File: config.mk
export PLATFORM = sky130hd
export DESIGN_NAME = ring_sequence_monitor
export DESIGN_NICKNAME = d
export VERILOG_FILES = /design/src/rtl/ring_pkg.sv /design/src/rtl/ring_onehot_decode.sv /design/src/rtl/ring_sequence_monitor.sv
export SDC_FILE = /design/constraint.sdc
export NUM_CORES = 1
export LEC_CHECK = 0
export BUFFER_PORTS_ARGS = -buffer_cell sky130_fd_sc_hd__buf_2
export CAP_MARGIN = 20
export CORE_MARGIN = 2
export CORE_UTILIZATION = 50
export DETAILED_ROUTE_END_ITERATION = 8
export PLACE_DENSITY = 0.82
export SLEW_MARGIN = 20
export SYNTH_ARGS = -nofsm -noshare
export SYNTH_HDL_FRONTEND = slang
export SYNTH_SLANG_ARGS = --single-unit
export TNS_END_PERCENT = 10
File: constraint.sdc
create_clock -name clk -period 2.2 [get_ports clk]
set_input_delay 0.33 -clock clk [delete_from_list [all_inputs] [get_ports clk]]
set_output_delay 0.33 -clock clk [all_outputs]
set_load 0.05 [all_outputs]
File: src/rtl/ring_pkg.sv
// Shared types and constants for the one-hot ring supervisor.
package ring_pkg;

  typedef enum logic [1:0] {
    RESYNC,
    ACQUIRE,
    LOCKED
  } ring_mon_state_t;

  localparam int RING_WIDTH_DEFAULT = 4;
  localparam int ERR_CNT_W          = 8;
  localparam logic [ERR_CNT_W-1:0] ERR_CNT_MAX = '1;

endpackage

File: src/rtl/ring_onehot_decode.sv
// Classifies one ring sample against the previous legal sample: legal step,
// wrap-around (completed rotation), and bit index of the sample.
module ring_onehot_decode
  import ring_pkg::*;
#(
  parameter  int WIDTH = RING_WIDTH_DEFAULT,
  localparam int IDX_W = $clog2(WIDTH)
) (
  input  logic [WIDTH-1:0] q_i,
  input  logic [WIDTH-1:0] prev_i,
  output logic             good_step_o,
  output logic             rotation_o,
  output logic [IDX_W-1:0] idx_o
);

  localparam logic [WIDTH-1:0] ONE = WIDTH'(1);
  localparam logic [WIDTH-1:0] MSB = ONE << (WIDTH - 1);

  logic [WIDTH-1:0] expected;

  assign expected    = {prev_i[WIDTH-2:0], prev_i[WIDTH-1]};
  assign good_step_o = (q_i == expected);
  assign rotation_o  = good_step_o && (q_i == ONE) && (prev_i == MSB);

  // Only meaningful for one-hot samples; callers use it on good steps only.
  always_comb begin
    idx_o = '0;
    for (int i = 0; i < WIDTH; i++) begin
      if (q_i[i]) idx_o = IDX_W'(i);
    end
  end

endmodule

File: src/rtl/ring_sequence_monitor.sv
// Supervisor for a one-hot ring counter: verifies every step, forces resync
// through the ring's active-low override, and counts rotations and faults.
module ring_sequence_monitor
  import ring_pkg::*;
#(
  parameter  int WIDTH    = RING_WIDTH_DEFAULT,
  parameter  int LOCK_ROT = 2,
  parameter  int CNT_W    = 16,
  localparam int PH_W     = $clog2(WIDTH)
) (
  input  logic                 clk,
  input  logic                 rst_n,
  input  logic [WIDTH-1:0]     q_in,
  input  logic                 clr,
  output logic                 override_out,
  output logic                 locked,
  output logic                 fault,
  output logic [PH_W-1:0]      phase,
  output logic [CNT_W-1:0]     rot_cnt,
  output logic [ERR_CNT_W-1:0] err_cnt
);

  localparam int               GR_W = $clog2(LOCK_ROT + 1);
  localparam logic [WIDTH-1:0] ONE  = WIDTH'(1);

  ring_mon_state_t      state_q;
  logic [WIDTH-1:0]     prev_q;
  logic [GR_W-1:0]      good_rot_q;
  logic                 boot_q;
  logic                 override_q;
  logic                 locked_q;
  logic                 fault_q;
  logic [PH_W-1:0]      phase_q;
  logic [CNT_W-1:0]     rot_cnt_q, rot_cnt_d;
  logic [ERR_CNT_W-1:0] err_cnt_q, err_cnt_d;

  logic            good_step;
  logic            rotation;
  logic [PH_W-1:0] idx;
  logic            checking;
  logic            bad_step;
  logic            rot_event;

  ring_onehot_decode #(
    .WIDTH (WIDTH)
  ) u_decode (
    .q_i         (q_in),
    .prev_i      (prev_q),
    .good_step_o (good_step),
    .rotation_o  (rotation),
    .idx_o       (idx)
  );

  assign checking  = (state_q != RESYNC);
  assign bad_step  = checking && !good_step;
  assign rot_event = (state_q == LOCKED) && rotation;

  // NOTE: every variable gets a default before any condition, so no path
  // leaves it unassigned and no latch is inferred.
  always_comb begin
    rot_cnt_d = rot_cnt_q;
    err_cnt_d = err_cnt_q;
    if (clr) begin
      rot_cnt_d = '0;
      err_cnt_d = '0;
    end else begin
      if (rot_event) rot_cnt_d = rot_cnt_q + CNT_W'(1);
      if (bad_step && (err_cnt_q != ERR_CNT_MAX)) err_cnt_d = err_cnt_q + ERR_CNT_W'(1);
    end
  end

  // boot_q stretches the post-reset RESYNC by one edge so the ring has a
  // falling edge with override low before the first checked sample.
  // NOTE: non-blocking assignments throughout, so every register updates
  // from pre-edge values regardless of statement order.
  always_ff @(posedge clk or negedge rst_n) begin
    if (!rst_n) begin
      state_q    <= RESYNC;
      prev_q     <= ONE;
      good_rot_q <= '0;
      boot_q     <= 1'b1;
      override_q <= 1'b0;
      locked_q   <= 1'b0;
      fault_q    <= 1'b0;
      phase_q    <= '0;
      rot_cnt_q  <= '0;
      err_cnt_q  <= '0;
    end else begin
      fault_q   <= 1'b0;
      rot_cnt_q <= rot_cnt_d;
      err_cnt_q <= err_cnt_d;
      unique case (state_q)
        RESYNC: begin
          if (boot_q) begin
            boot_q <= 1'b0;
          end else begin
            state_q    <= ACQUIRE;
            override_q <= 1'b1;
            prev_q     <= ONE;
            phase_q    <= '0;
            good_rot_q <= '0;
          end
        end
        ACQUIRE, LOCKED: begin
          if (good_step) begin
            prev_q  <= q_in;
            phase_q <= idx;
            if (rotation && (state_q == ACQUIRE)) begin
              good_rot_q <= good_rot_q + GR_W'(1);
              if (good_rot_q == GR_W'(LOCK_ROT - 1)) begin
                state_q  <= LOCKED;
                locked_q <= 1'b1;
              end
            end
          end else begin
            fault_q    <= 1'b1;
            locked_q   <= 1'b0;
            override_q <= 1'b0;
            state_q    <= RESYNC;
          end
        end
        default: begin
          state_q    <= RESYNC;
          override_q <= 1'b0;
          locked_q   <= 1'b0;
        end
      endcase
    end
  end

  assign override_out = override_q;
  assign locked       = locked_q;
  assign fault        = fault_q;
  assign phase        = phase_q;
  assign rot_cnt      = rot_cnt_q;
  assign err_cnt      = err_cnt_q;

endmodule

==> results.py <==
metrics = {
    "status": {
        "status": "complete, no violations",
    },
    "flow_run": {
        "maxCapViolCount": 0,
    },
    "worst_setup_path": {
        "cp-end-kind": "register",
        "critPathBufInv": 0,
        "path_cells": "xor2_1, nor4_2, nand2_1, nor4b_1, a211o_1",
        "worstPathArrival_ps": 2220,
        "critPathRequiredTime_ps": 2430,
        "crit_family": "simple AND/OR/NAND/NOR gates",
        "critPathLaunchType": "register",
        "crit_type": "reg2reg",
        "slowest_stage": "nor4_2",
        "worst_path_largest_cell_delay_ps": 630,
        "worstPathMaxFanout": 7,
    },
    "grt": {
        "antenna_found_initial": 0,
        "grt_max_degree": 39,
        "track_usage_pct": 19.4,
        "first_global_vias": 1510,
        "use_met1_pct": 24.8,
        "grt_pass1_wl_um": 6580,
        "grt.met3_usage_pct": 4.05,
        "use_met2_pct": 31.4,
        "globalRouteOverflowTotal": 0,
        "busiest_layer": "met2",
    },
    "detailed_routing": {
        "drc": 0,
        "dr.first_iter.drc_count": 117,
        "vias": 1604,
        "ant_nets": 0,
        "routedWlPerCell_um": 13.2,
        "drt_pass1_iterations": 5,
        "avgViaCountPerCell": 5.59,
        "detail_route.wirelength_um": 3800,
    },
    "sta": {
        "period_share_pct": 90.6,
        "finClkSkew_ps": 11.8,
        "period_minus_slack_ps": 1990,
        "rsz0062_at_grt": "false",
        "maxSlewViolCount": 0,
        "tightest_slew_ps": 822,
        "slew_headroom_pct": 45.2,
        "setup_viol": 0,
        "setup-tns-final_ps": 0,
        "hold_viol": 0,
        "setup_ws_ps": 208,
        "fmax_mhz": 502,
    },
    "logic_synthesis": {
        "synth_mux_area_share_pct": 1.02,
        "synth.avg_cell_area_sq_um": 9.55,
        "yosysTopAreaCell": "dfrtp_1",
        "synth_simple_gate_area_share_pct": 25.1,
        "synth_nets": 219,
        "yosysUniqueCellTypes": 35,
        "ys_ff_latch": 38,
        "syn_inst": 205,
        "yosysTopAreaCellShare_pct": 46.0,
        "synth_top_family_by_area": "simple AND/OR/NAND/NOR gates",
        "yosysSeqAreaShare_pct": 48.7,
        "synthesis.area_sq_um": 1960,
        "synth_compound_area_share_pct": 6.84,
        "synth_fa_ha_area_share_pct": 4.47,
        "synth_warnings": 0,
        "synth.area.top_cells": "dfrtp_1 46%, xor2_1 7.6%, nor2_1 5.6%",
        "synthXorXnorAreaFrac_pct": 9.84,
    },
    "place": {
        "placed_area_sq_um": 2170,
        "hpwl_um": 2730,
        "place_ws_ps": 225,
        "port_buffers": 35,
        "gp_congestion": 0.794,
    },
    "layout": {
        "utilization_pct": 60.6,
        "num_antenna_cells": 0,
        "area_growth_syn_to_layout_pct": 15.1,
        "finalNetCount": 253,
        "final_area_sq_um": 2250,
        "drive_gt1_share_pct": 19.2,
    },
    "clock_tree": {
        "clk_latency_ps": 300,
        "postCtsSetupBuffers": 0,
        "cts_buffers": 5,
        "htree_num_levels": 2,
        "clk_path_buf_depth": 2,
        "clk_pin_slew_ps": 80,
        "cts_resized": 0,
        "cts_tree": "done",
        "clock_sink_count": 38,
        "cts_root_buf": "clkbuf_8",
        "cts_hold_buf": 0,
    },
    "power_and_ir_drop": {
        "ir_drop_mv": 0.448,
        "p_switching_uw": 717,
        "p_sw_share_pct": 37.4,
        "p_int_mw": 1.20,
        "pwr_density_cell_nw_per_um2": 851,
        "p_leak_nw": 1.10,
        "clock_power_share_pct": 25.4,
        "p_comb_share_pct": 29.8,
        "total_power_mw": 1.92,
        "power.share.sequential_pct": 44.8,
    },
    "die": {
        "dieArea_sq_um": 4430,
        "initial_core_util_pct": 52.7,
        "core_sq_um": 3720,
        "ios": 36,
        "dieHeight_um": 66.6,
        "die_w_um": 66.6,
        "rows": 22,
    },
    "worst_hold_path": {
        "hold_class": "in2async",
    },
}
worst reg2reg max path, delay by kind of cell (launching register included):
kind                      cells  cell delay [ps]
and+or+nand+nor               3             1180
DFF                           1              550
AOI/OAI and AO/OA             1              130
xor gates and xnor gates      1               70
area by class of cell:
| type | instances | area [sq um] |
|---|---|---|
| fillers | 342 | 1460 |
| flip-flops and latches | 38 | 953 |
| inverters | 12 | 45.0 |
| multi-input cells | 146 | 926 |
| repair buffers | 36 | 183 |
| well taps | 48 | 60.1 |
| clock buffers | 7 | 86.3 |
layout by cell type (no fill, tap or decap), types with 7 or more instances in the layout:
cell | Yosys | routed
ha_1 | 7 | 7
nand2_1 | 8 | 8
o21ai_0 | 8 | 8
dfrtp_1 | 36 | 36
nor2_1 | 29 | 29
nand3_1 | 17 | 17
nand4_1 | 9 | 9
buf_2 | 0 | 35
xor2_1 | 17 | 17
inv_1 | 12 | 12
registers in the layout, indices dropped and copies added, names as in the netlist:
| signal | count |
|---|---|
| rot_cnt | 16 |
| override_out | 1 |
| locked | 1 |
| state_q | 2 |
| phase | 2 |
| prev_q | 4 |
| good_rot_q | 2 |
| fault | 1 |
| err_cnt | 8 |
| boot_q | 1 |
per-stage QoR:
step | hold slack [ps] | std cells
final | 120 | 287
after global routing | 206 | 287
after CTS | 159 | 287
after detailed placement | 482 | 280
after global placement | 475 | 280
after floorplan | 34.4 | 205
cell usage after synthesis:
cell       n
nor2b_1    2
or4_4      1
o21ai_0    8
xor2_1    17
o22a_1     1
nor4bb_1   1
nor2_1    29
dfstp_2    2
nand4_1    9
and3_1     4
o31ai_1    2
nand3b_1   2
nor4_1     3
clkbuf_1   9
a21oi_1    6
and4_1     2
nor3_1     3
nand3_1   17
o221ai_1   1
nand2b_1   1
mux2i_1    2
inv_1     12
ha_1       7
or3_1      4
o211ai_1   1
nor4b_1    1
and2_1     3
or4_1      2
nand2_1    8
a41oi_1    1
a31oi_1    1
xnor2_1    5
a211o_1    1
nor4_2     1
dfrtp_1   36
routing by layer:
metal / up-vias / routed length, um
met5: - / 0
met4: 0 / 79
met3: 9 / 203
met2: 48 / 1740
met1: 775 / 1770
li1: 772 / -
worst paths after layout:
| path | start | to | slack [ps] | depth (start not counted) |
|---|---|---|---|---|
| max | prev_q[0] | state_q[1] | 210 | 5 |
| min | rst_n | rot_cnt[6] | 120 | 1 |
| min in group clk | q_in[0] | prev_q[0] | 300 | 3 |
| max in group asynchronous | rst_n | rot_cnt[15] | 1540 | 1 |
| max reg2reg | prev_q[0] | state_q[1] | 210 | 5 |
| min reg2reg | prev_q[0] | prev_q[0] | 490 | 2 |
logic make-up (layout without fill, tap and decap cells):
group / Yosys count / count (layout)
buffers and inverters: 21 / 55
multiplexers: 2 / 2
AND/OR/NAND/NOR: 93 / 93
adder cells (fa/ha/maj): 7 / 7
AO/OA/AOI/OAI: 22 / 22
flip-flops: 38 / 38
XOR/XNOR: 22 / 22
power groups by stage:
stage	registers, mW	clock network, mW	logic, mW
3_5_place_dp	0.872	0	0.576
6_report	0.859	0.487	0.572
5_1_grt	0.868	0.520	0.631
3_3_place_gp	0.870	0	0.571
4_1_cts	0.859	0.495	0.580
2_1_floorplan	1.05	0	0.270
Power figures use the tool's default switching activity.
